$ cat src/rtl/btn_action_encoder.sv
// Debounced five-button front end that encodes presses (with optional double-click on btnC)
// into a single held action code, handshaked with valid/ack and a sticky dropped flag.
module btn_action_encoder #(
    parameter int DEBOUNCE_CYCLES   = 4,
    parameter int DBL_WINDOW_CYCLES = 20,
    parameter int CNT_W             = 16
) (
    input  logic       clk,
    input  logic       clear,
    input  logic       btnC,
    input  logic       btnU,
    input  logic       btnR,
    input  logic       btnD,
    input  logic       btnL,
    input  logic       dbl_en,
    input  logic       ack,
    output logic [2:0] action,
    output logic       valid,
    output logic       dropped
);

    localparam logic [2:0] ACT_NONE   = 3'b000;
    localparam logic [2:0] ACT_SINGLE = 3'b001;
    localparam logic [2:0] ACT_DOUBLE = 3'b010;
    localparam logic [2:0] ACT_U      = 3'b100;
    localparam logic [2:0] ACT_R      = 3'b101;
    localparam logic [2:0] ACT_D      = 3'b110;
    localparam logic [2:0] ACT_L      = 3'b111;

    localparam logic [CNT_W-1:0] DB_LAST  = CNT_W'(DEBOUNCE_CYCLES - 1);
    localparam logic [CNT_W-1:0] WIN_LAST = CNT_W'(DBL_WINDOW_CYCLES - 1);
    localparam logic [CNT_W-1:0] CNT_MAX  = '1;

    typedef enum logic {IDLE, WAIT2} state_t;

    // Bit order: 0=C, 1=U, 2=R, 3=D, 4=L
    logic [4:0]       w_raw;
    logic [4:0]       r_sync1;
    logic [4:0]       r_sync2;
    logic [4:0]       r_level;
    logic [4:0]       r_levelPrev;
    logic [CNT_W-1:0] r_dbCnt [5];
    logic             r_dblSync1;
    logic             r_dblSync2;
    logic [4:0]       w_press;

    logic [CNT_W-1:0] r_winCnt;
    logic             w_winExpire;
    state_t           r_state;
    state_t           w_nextState;

    logic             w_dirAny;
    logic             w_dirMulti;
    logic [2:0]       w_dirCode;
    logic             w_cEmit;
    logic [2:0]       w_cCode;
    logic             w_cDrop;
    logic             w_emit;
    logic [2:0]       w_code;
    logic             w_dropNow;

    assign w_raw   = {btnL, btnD, btnR, btnU, btnC};
    assign w_press = r_level & ~r_levelPrev;

    // Debounce counter flips the level once DEBOUNCE_CYCLES differing samples are seen in a row
    always_ff @(posedge clk or posedge clear) begin
        if (clear) begin
            r_sync1     <= '0;
            r_sync2     <= '0;
            r_level     <= '0;
            r_levelPrev <= '0;
            r_dblSync1  <= 1'b0;
            r_dblSync2  <= 1'b0;
            for (int i = 0; i < 5; i++) begin
                r_dbCnt[i] <= '0;
            end
        end else begin
            r_sync1     <= w_raw;
            r_sync2     <= r_sync1;
            r_levelPrev <= r_level;
            r_dblSync1  <= dbl_en;
            r_dblSync2  <= r_dblSync1;
            for (int i = 0; i < 5; i++) begin
                if (r_sync2[i] == r_level[i]) begin
                    r_dbCnt[i] <= '0;
                end else if (r_dbCnt[i] >= DB_LAST) begin
                    r_level[i] <= ~r_level[i];
                    r_dbCnt[i] <= '0;
                end else begin
                    r_dbCnt[i] <= r_dbCnt[i] + 1'b1;
                end
            end
        end
    end

    always_comb begin
        w_dirAny   = |w_press[4:1];
        w_dirMulti = |(w_press[4:1] & (w_press[4:1] - 4'd1));
        w_dirCode  = ACT_NONE;
        if (w_press[1])      w_dirCode = ACT_U;
        else if (w_press[2]) w_dirCode = ACT_R;
        else if (w_press[3]) w_dirCode = ACT_D;
        else if (w_press[4]) w_dirCode = ACT_L;
    end

    always_ff @(posedge clk or posedge clear) begin
        if (clear) begin
            r_state  <= IDLE;
            r_winCnt <= '0;
        end else begin
            r_state <= w_nextState;
            if (r_state == IDLE)
                r_winCnt <= '0;
            else if (r_winCnt != CNT_MAX)
                r_winCnt <= r_winCnt + 1'b1;
        end
    end

    assign w_winExpire = (r_winCnt >= WIN_LAST);

    always_comb begin
        w_nextState = r_state;
        case (r_state)
            IDLE:  if (r_dblSync2 && w_press[0]) w_nextState = WAIT2;
            WAIT2: if (!r_dblSync2 || w_press[0] || w_dirAny || w_winExpire) w_nextState = IDLE;
            default: w_nextState = IDLE;
        endcase
    end

    // A pending first click always resolves to a single click unless a second C arrives in time
    always_comb begin
        w_cEmit = 1'b0;
        w_cCode = ACT_NONE;
        w_cDrop = 1'b0;
        case (r_state)
            IDLE: begin
                if (!r_dblSync2 && w_press[0]) begin
                    w_cEmit = 1'b1;
                    w_cCode = ACT_SINGLE;
                end
            end
            WAIT2: begin
                if (!r_dblSync2) begin
                    w_cEmit = 1'b1;
                    w_cCode = ACT_SINGLE;
                    w_cDrop = w_press[0];
                end else if (w_press[0]) begin
                    w_cEmit = 1'b1;
                    w_cCode = ACT_DOUBLE;
                end else if (w_dirAny || w_winExpire) begin
                    w_cEmit = 1'b1;
                    w_cCode = ACT_SINGLE;
                end
            end
            default: ;
        endcase
    end

    assign w_emit    = w_cEmit | w_dirAny;
    assign w_code    = w_cEmit ? w_cCode : w_dirCode;
    assign w_dropNow = w_dirMulti | (w_cEmit & w_dirAny) | w_cDrop | (w_emit & valid & ~ack);

    // A held action blocks new ones until acked; losses in the ack cycle itself still count
    always_ff @(posedge clk or posedge clear) begin
        if (clear) begin
            action  <= ACT_NONE;
            valid   <= 1'b0;
            dropped <= 1'b0;
        end else begin
            if (!valid || ack) begin
                if (w_emit) begin
                    action <= w_code;
                    valid  <= 1'b1;
                end else begin
                    action <= ACT_NONE;
                    valid  <= 1'b0;
                end
            end
            if (valid && ack)
                dropped <= w_dropNow;
            else
                dropped <= dropped | w_dropNow;
        end
    end

endmodule

$ cat config.mk
export PLATFORM = sky130hd
export DESIGN_NAME = btn_action_encoder
export DESIGN_NICKNAME = d
export VERILOG_FILES = /design/src/rtl/btn_action_encoder.sv
export SDC_FILE = /design/constraint.sdc
export NUM_CORES = 1
export LEC_CHECK = 0
export CORE_UTILIZATION = 45
export DETAILED_ROUTE_END_ITERATION = 10
export GPL_TIMING_DRIVEN = 0
export PLACE_DENSITY = 0.72
export REMOVE_ABC_BUFFERS = 1
export SETUP_SLACK_MARGIN = 0.3
export SYNTH_ARGS = -nofsm -noshare
export SYNTH_HDL_FRONTEND = slang
export SYNTH_SLANG_ARGS = --single-unit
$ cat constraint.sdc
create_clock -name clk -period 4.2 [get_ports clk]
set_input_delay 0.84 -clock clk [delete_from_list [all_inputs] [get_ports clk]]
set_output_delay 0.84 -clock clk [all_outputs]
set_load 0.02 [all_outputs]
==> results of run 1 <==
==> per-layer routing <==
metal  GRT usage  vias up  wire, µm
met5           0        -         0
li1            -     1168         -
met1      0.1761     1189      2774
met3     0.06738       13       225
met4     0.06774        0        98
met2      0.2442       24      3179
==> cells in the final DEF, fill, tap and decap left out, drive strengths merged, types with 8 or more instances in the layout <==
cell	instances
dfrtp	124
conb	70
nor3	18
clkbuf	18
nor4	17
clkdlybuf4s50	13
nand4	11
nand2	11
and2	10
nor2	8
nor3b	8
==> final timing paths <==
check	endpoint	cells after the start
max	r_winCnt[8]	6
min in group asynchronous	r_dbCnt[71]	2
min reg2reg	r_sync2[1]	0
max reg2reg	r_winCnt[8]	6
max in group asynchronous	r_level[3]	3
min	r_sync2[1]	0
==> power by group through the flow <==
stage | logic, W | registers, W | clock network (W)
after floorplan | 0.0000582 | 0.00130 | 0
after global placement | 0.0000978 | 0.00129 | 0
after detailed placement | 0.000105 | 0.00129 | 0
after CTS | 0.000106 | 0.00127 | 0.00147
after global routing | 0.000121 | 0.00128 | 0.00153
final | 0.000106 | 0.00127 | 0.00144
==> registers in the layout, indices dropped and copies added, names as in the netlist, 3 cells and up <==
register     count
action           3
r_dbCnt         80
r_level          5
r_levelPrev      5
r_sync1          5
r_sync2          5
r_winCnt        16
==> area by class of cell <==
cell class,count,area [µm²],area share
tap,111,138.9,0.02586
clock buffer,18,417.9,0.07782
inverter,2,10.01,0.001864
multi-input combinational,230,1361,0.2535
sequential,124,3103,0.5778
timing repair buffer,14,157.7,0.02936
clock inverter,14,181.4,0.03378
==> cells by family (layout without fill, tap and decap cells) <==
group,after synthesis,in the layout,synth area share
adder cells (fa/ha/maj),7,7,0.02009
other,1,70,0.0008857
buffers and inverters,7,48,0.006797
AO/OA/AOI/OAI,21,21,0.03517
multiplexers,7,7,0.01803
XOR/XNOR,13,13,0.02689
AND/OR/NAND/NOR,112,112,0.1593
flip-flops,124,124,0.7329
==> metrics by stage <==
| stage | worst slack [ps] | cell area [µm²] |
|---|---|---|
| 6_report | 1807 | 5370 |
| 5_1_grt | 1609 | 5370 |
| 4_1_cts | 1780 | 5370 |
| 3_5_place_dp | 1795 | 4771 |
| 3_3_place_gp | -1315 | 4741 |
| 2_1_floorplan | 60.77 | 4472 |
==> flow_metrics.env, run 1 <==
export IMPL_p_per_area_mw_per_mm2=524.8
export IMPL_route_detailed_drc=0
export IMPL_cts_resized=0
export IMPL_grt_overflow=0
export IMPL_antenna_cells=0
export IMPL_syn_instance_count=292
export IMPL_startpoint_type="flip-flop"
export IMPL_cts_hold_buf=0
export IMPL_cts_path_max_buffers=2
export IMPL_synth_area_leaders="dfrtp_1 (73%), nor4_1 (2.4%), nor3_1 (2.1%)"
export IMPL_skew_ps=6.606
export IMPL_detail_route_antenna_nets=0
export IMPL_fin_nets=404
export IMPL_post_route_util=0.5839
export IMPL_max_stage_delay_ps=810
export IMPL_setup_tns_ps=0
export IMPL_grtUsageTotal=0.1518
export IMPL_dpl_hpwl_mm=3.982
export IMPL_clkPwrFrac=0.511
export IMPL_placed_cells=481
export IMPL_critPathLaunch="r_winCnt[0]"
export IMPL_die_x_um=99
export IMPL_crit_arrival_ps=2790
export IMPL_worstPathRequired_ps=4590
export IMPL_cts_buffers=17
export IMPL_status="finished, final reports clean"
export IMPL_yosysWarnings=0
export IMPL_yosysSeqAreaShare=0.7329
export IMPL_cts_sinks=124
export IMPL_detail_route_vias_per_cell=4.667
export IMPL_fillCellCount=734
export IMPL_initial_core_util=0.4604
export IMPL_wire_per_inst_um=12.24
export IMPL_finalCritPeriodShare=0.5697
export IMPL_min_period_ps=2393
export IMPL_worstHoldStart="r_sync1[1]"
export IMPL_drtPass1Iterations=4
export IMPL_clockRootBuffer="clkbuf_8"
export IMPL_h_tree_depth=4
export IMPL_switchingPower_w=0.0006133
export IMPL_worstPathCellList="ha_1 > nand4_1 > nor4_4 > nor4b_1 > xor2_1 > and2_1"
export IMPL_critical_path_class="flip-flop to flip-flop"
export IMPL_critPathTopFamily="simple AND/OR/NAND/NOR gates"
export IMPL_antenna_found_initial=0
export IMPL_pwr_share_comb=0.037
export IMPL_worst_skew_pair_late_latency_ps=510
export IMPL_critPathMaxFanout=17
export IMPL_post_cts_buffers=0
export IMPL_num_vias=2394
export IMPL_p_sw_frac=0.2176
export IMPL_die_area_mm2=0.009801
export IMPL_synth_edf_count=0
export IMPL_crit_slowest_cell="nor4_4"
export IMPL_placement_io_buffers=13
export IMPL_area_growth_pct=26.83
export IMPL_synth_top_flop_cell="dfrtp_1"
export IMPL_max_freq_mhz=418.0
export IMPL_drtIter0Drc=76
export IMPL_syn_area_per_cell_um2=14.50
export IMPL_leakagePower_nw=2.519
export IMPL_tightest_slew_ps=845.0
export IMPL_io_pins=14
export IMPL_ys_ff_latch=124
export IMPL_wl_mm=6.277
export IMPL_worstSetupEndpointType="flip-flop"
export IMPL_hold_ws_ps=347.1
export IMPL_ir_worst_vdd_v=0.0004202
export IMPL_grt_pass1_wl_mm=11.03
export IMPL_intPower_w=0.002205
export IMPL_drive_above_1_share=0.09204
export IMPL_yosys_cell_count_top_type="dfrtp_1"
export IMPL_grt_pass1_vias=2482
export IMPL_num_rows=35
export IMPL_yosys_top_cells_count="dfrtp_1 (124), nor3_1 (18), nor4_1 (16), nand2_1 (11), nand4_1 (11)"
export IMPL_hold_viol_final=0
export IMPL_synth_top_area_cell="dfrtp_1"
export IMPL_rr_startpoint="r_winCnt[0]"
export IMPL_cts_tree="done"
export IMPL_r2r_slack_ps=1810
export IMPL_slew_limit_headroom=0.4325
export IMPL_coreArea_mm2=0.009196
export IMPL_power_total_w=0.002818
export IMPL_finalSetupViolCount=0
export IMPL_grt_max_degree=69
export IMPL_netlist_area_mm2=0.004234
export IMPL_fin_cells=513
export IMPL_async_flop_share=1.000
export IMPL_rsz0062_at_grt="false"
export IMPL_maxSlewViolCount=0
export IMPL_hp_class="flip-flop to flip-flop"
export IMPL_synth_top_cell_area_share=0.7329
export IMPL_die_h_um=99
export IMPL_seq_power_share=0.452
export IMPL_worst_path_buf_inv=0
export IMPL_maxCapViolCount=0
export IMPL_place_congestion=0.7718
export IMPL_yosysUniqueCellTypes=41
export IMPL_clkTransAtPathRegs_ps=60
(Power assumes the default switching activity.)
==> inputs of run 2 (changes only) <==
--- a/config.mk
+++ b/config.mk
@@ -8,7 +8,7 @@
 export CORE_UTILIZATION = 45
 export DETAILED_ROUTE_END_ITERATION = 10
 export GPL_TIMING_DRIVEN = 0
-export PLACE_DENSITY = 0.72
+export PLACE_DENSITY = 0.7
 export REMOVE_ABC_BUFFERS = 1
 export SETUP_SLACK_MARGIN = 0.3
 export SYNTH_ARGS = -nofsm -noshare
==> constraint.sdc (replaced) <==
create_clock -name clk -period 2.35 [get_ports clk]
set_input_delay 0.47 -clock clk [delete_from_list [all_inputs] [get_ports clk]]
set_output_delay 0.47 -clock clk [all_outputs]
set_load 0.02 [all_outputs]
==> flow_metrics.env, run 2 (synthesis results as in run 1) <==
export IMPL_hold_viol_final=0
export IMPL_top_register="r_dbCnt"
export IMPL_p_per_area_mw_per_mm2=937.8
export IMPL_wl_met3_um=291
export IMPL_largest_reg_flops=80
export IMPL_cts_buffers=17
export IMPL_cts_sinks=124
export IMPL_finalWorstSetupSlack_ps=355.6
export IMPL_slew_limit_headroom=0.5931
export IMPL_coreArea_mm2=0.009196
export IMPL_power_total_w=0.005109
export IMPL_worstPathCellList="clkdlybuf4s50_1"
export IMPL_grt_pass1_vias=2519
export IMPL_skew_ps=9.013
export IMPL_leakagePower_nw=2.556
export IMPL_antenna_cells=0
export IMPL_worst_skew_pair_late_latency_ps=510
export IMPL_placement_io_buffers=13
export IMPL_critPathTopFamily="buffers and inverters"
export IMPL_drtPass1Iterations=4
export IMPL_finalCritPeriodShare=0.8487
export IMPL_drtIter0Drc=45
export IMPL_max_freq_mhz=501.4
export IMPL_antenna_found_initial=0
export IMPL_initial_core_util=0.4604
export IMPL_worst_path_buf_inv=1
export IMPL_route_detailed_drc=0
export IMPL_die_x_um=99
export IMPL_startpoint_type="flip-flop"
export IMPL_grt_pass1_wl_mm=11.03
export IMPL_max_stage_delay_ps=640
export IMPL_cts_tree="done"
export IMPL_top_regs="r_dbCnt (80), r_winCnt (16)"
export IMPL_io_pins=14
export IMPL_fin_nets=410
export IMPL_drt_met1_wl_mm=2.688
export IMPL_die_h_um=99
export IMPL_grt_max_degree=102
export IMPL_crit_arrival_ps=1520
export IMPL_drive_above_1_share=0.1127
export IMPL_detail_route_vias_per_cell=4.686
export IMPL_status="finished, final reports clean"
export IMPL_ir_worst_vdd_v=0.0005700
export IMPL_dpl_hpwl_mm=3.877
export IMPL_grtUsageTotal=0.1506
export IMPL_cts_hold_buf=0
export IMPL_fillCellCount=735
export IMPL_num_vias=2432
export IMPL_route_met2_wl_mm=3.222
export IMPL_finalSetupViolCount=0
export IMPL_maxSlewViolCount=0
export IMPL_crit_slowest_cell="clkdlybuf4s50_1"
export IMPL_final_cell_mix="dfrtp_1 (123), conb_1 (70), nor3_1 (18)"
export IMPL_detail_route_antenna_nets=0
export IMPL_clkTransAtPathRegs_ps=60
export IMPL_top_layer="met4"
export IMPL_num_rows=35
export IMPL_clockRootBuffer="clkbuf_8"
export IMPL_final_common_cell="dfrtp_1"
export IMPL_grt_overflow=0
export IMPL_worstPathRequired_ps=1880
export IMPL_area_growth_pct=28.66
export IMPL_min_period_ps=1994
export IMPL_worstSetupEndpointType="output port"
export IMPL_dpl_worst_slack_ps=-41.09
export IMPL_critPathMaxFanout=2
export IMPL_hp_class="primary input to async pin"
export IMPL_critical_path_class="flip-flop to output port"
export IMPL_wl_mm=6.276
export IMPL_place_congestion=0.7769
export IMPL_maxCapViolCount=0
export IMPL_tightest_slew_ps=610.3
export IMPL_h_tree_depth=4
export IMPL_wire_per_inst_um=12.09
export IMPL_cts_path_max_buffers=2
export IMPL_rsz0062_at_grt="true"
export IMPL_die_area_mm2=0.009801
[run 2: changes by cell type in the layout (fill, tap and decap cells not counted), moves of 2 or more]
cell,delta
clkinv_4,-3
clkbuf_8,+2
inv_6,+2
buf_4,+6
[run 2: final timing paths]
path / start / to / slack (ps) / cells past startpoint
hold reg to reg: r_sync1[1] / r_sync2[1] / 350 / 0
max in group asynchronous: clear / r_levelPrev[2] / 1360 / 3
setup reg to reg: r_winCnt[11] / action[0] / 360 / 5
min in group clk: r_sync1[1] / r_sync2[1] / 350 / 0
setup / recovery: action[1] / action[1] / 360 / 1
hold / removal: clear / r_dbCnt[69] / 280 / 2
[run 2: layout make-up]
type / count / area, µm² / area share
repair buffers: 20 / 202.7 / 0.03721
clock inverters: 13 / 175.2 / 0.03215
multi-input cells: 230 / 1373 / 0.2520
well taps: 111 / 138.9 / 0.02549
clock buffers: 19 / 441.7 / 0.08108
flip-flops and latches: 124 / 3104 / 0.5698
inverters: 2 / 12.51 / 0.002297
[run 2: what timing repair did]
action | 4_1_cts | 5_1_grt
buffers inserted | 3 | 3
endpoints found under the hold margin | 0 | 0
resized for setup | 0 | 3
pin swaps | 1 | 0
endpoints found under the setup margin | 14 | 3
[run 2: per-stage QoR]
| step | instances | util | instance area (µm²) | hold slack [ps] | TNS [ps] |
|---|---|---|---|---|---|
| floorplan | 356 | - | 4472 | 331.2 | -175990 |
| detailed placement | 481 | 0.5190 | 4773 | 334.7 | -131.5 |
| global placement | 480 | 0.5155 | 4741 | 334.0 | -348090 |
| finish | 519 | 0.5924 | 5448 | 276.9 | 0 |
| CTS | 516 | 0.5886 | 5413 | 263.4 | 0 |
| global route | 519 | 0.5924 | 5448 | 268.9 | 0 |
[run 2: power breakdown]
group / total, W / switching, W / leakage, nW / internal, W
Sequential: 0.00228 / 0.0000448 / 1.50 / 0.00223
Combinational: 0.000187 / 0.000111 / 0.750 / 0.0000755
Clock: 0.00265 / 0.000949 / 0.303 / 0.00170
Total: 0.00511 / 0.00110 / 2.56 / 0.00400
[run 2: routing by layer]
layer | GRT usage | vias to the layer above
met1 | 0.1790 | 1209
li1 | - | 1176
met2 | 0.2383 | 36
met4 | 0.06085 | 0
met5 | 0 | -
met3 | 0.06950 | 11
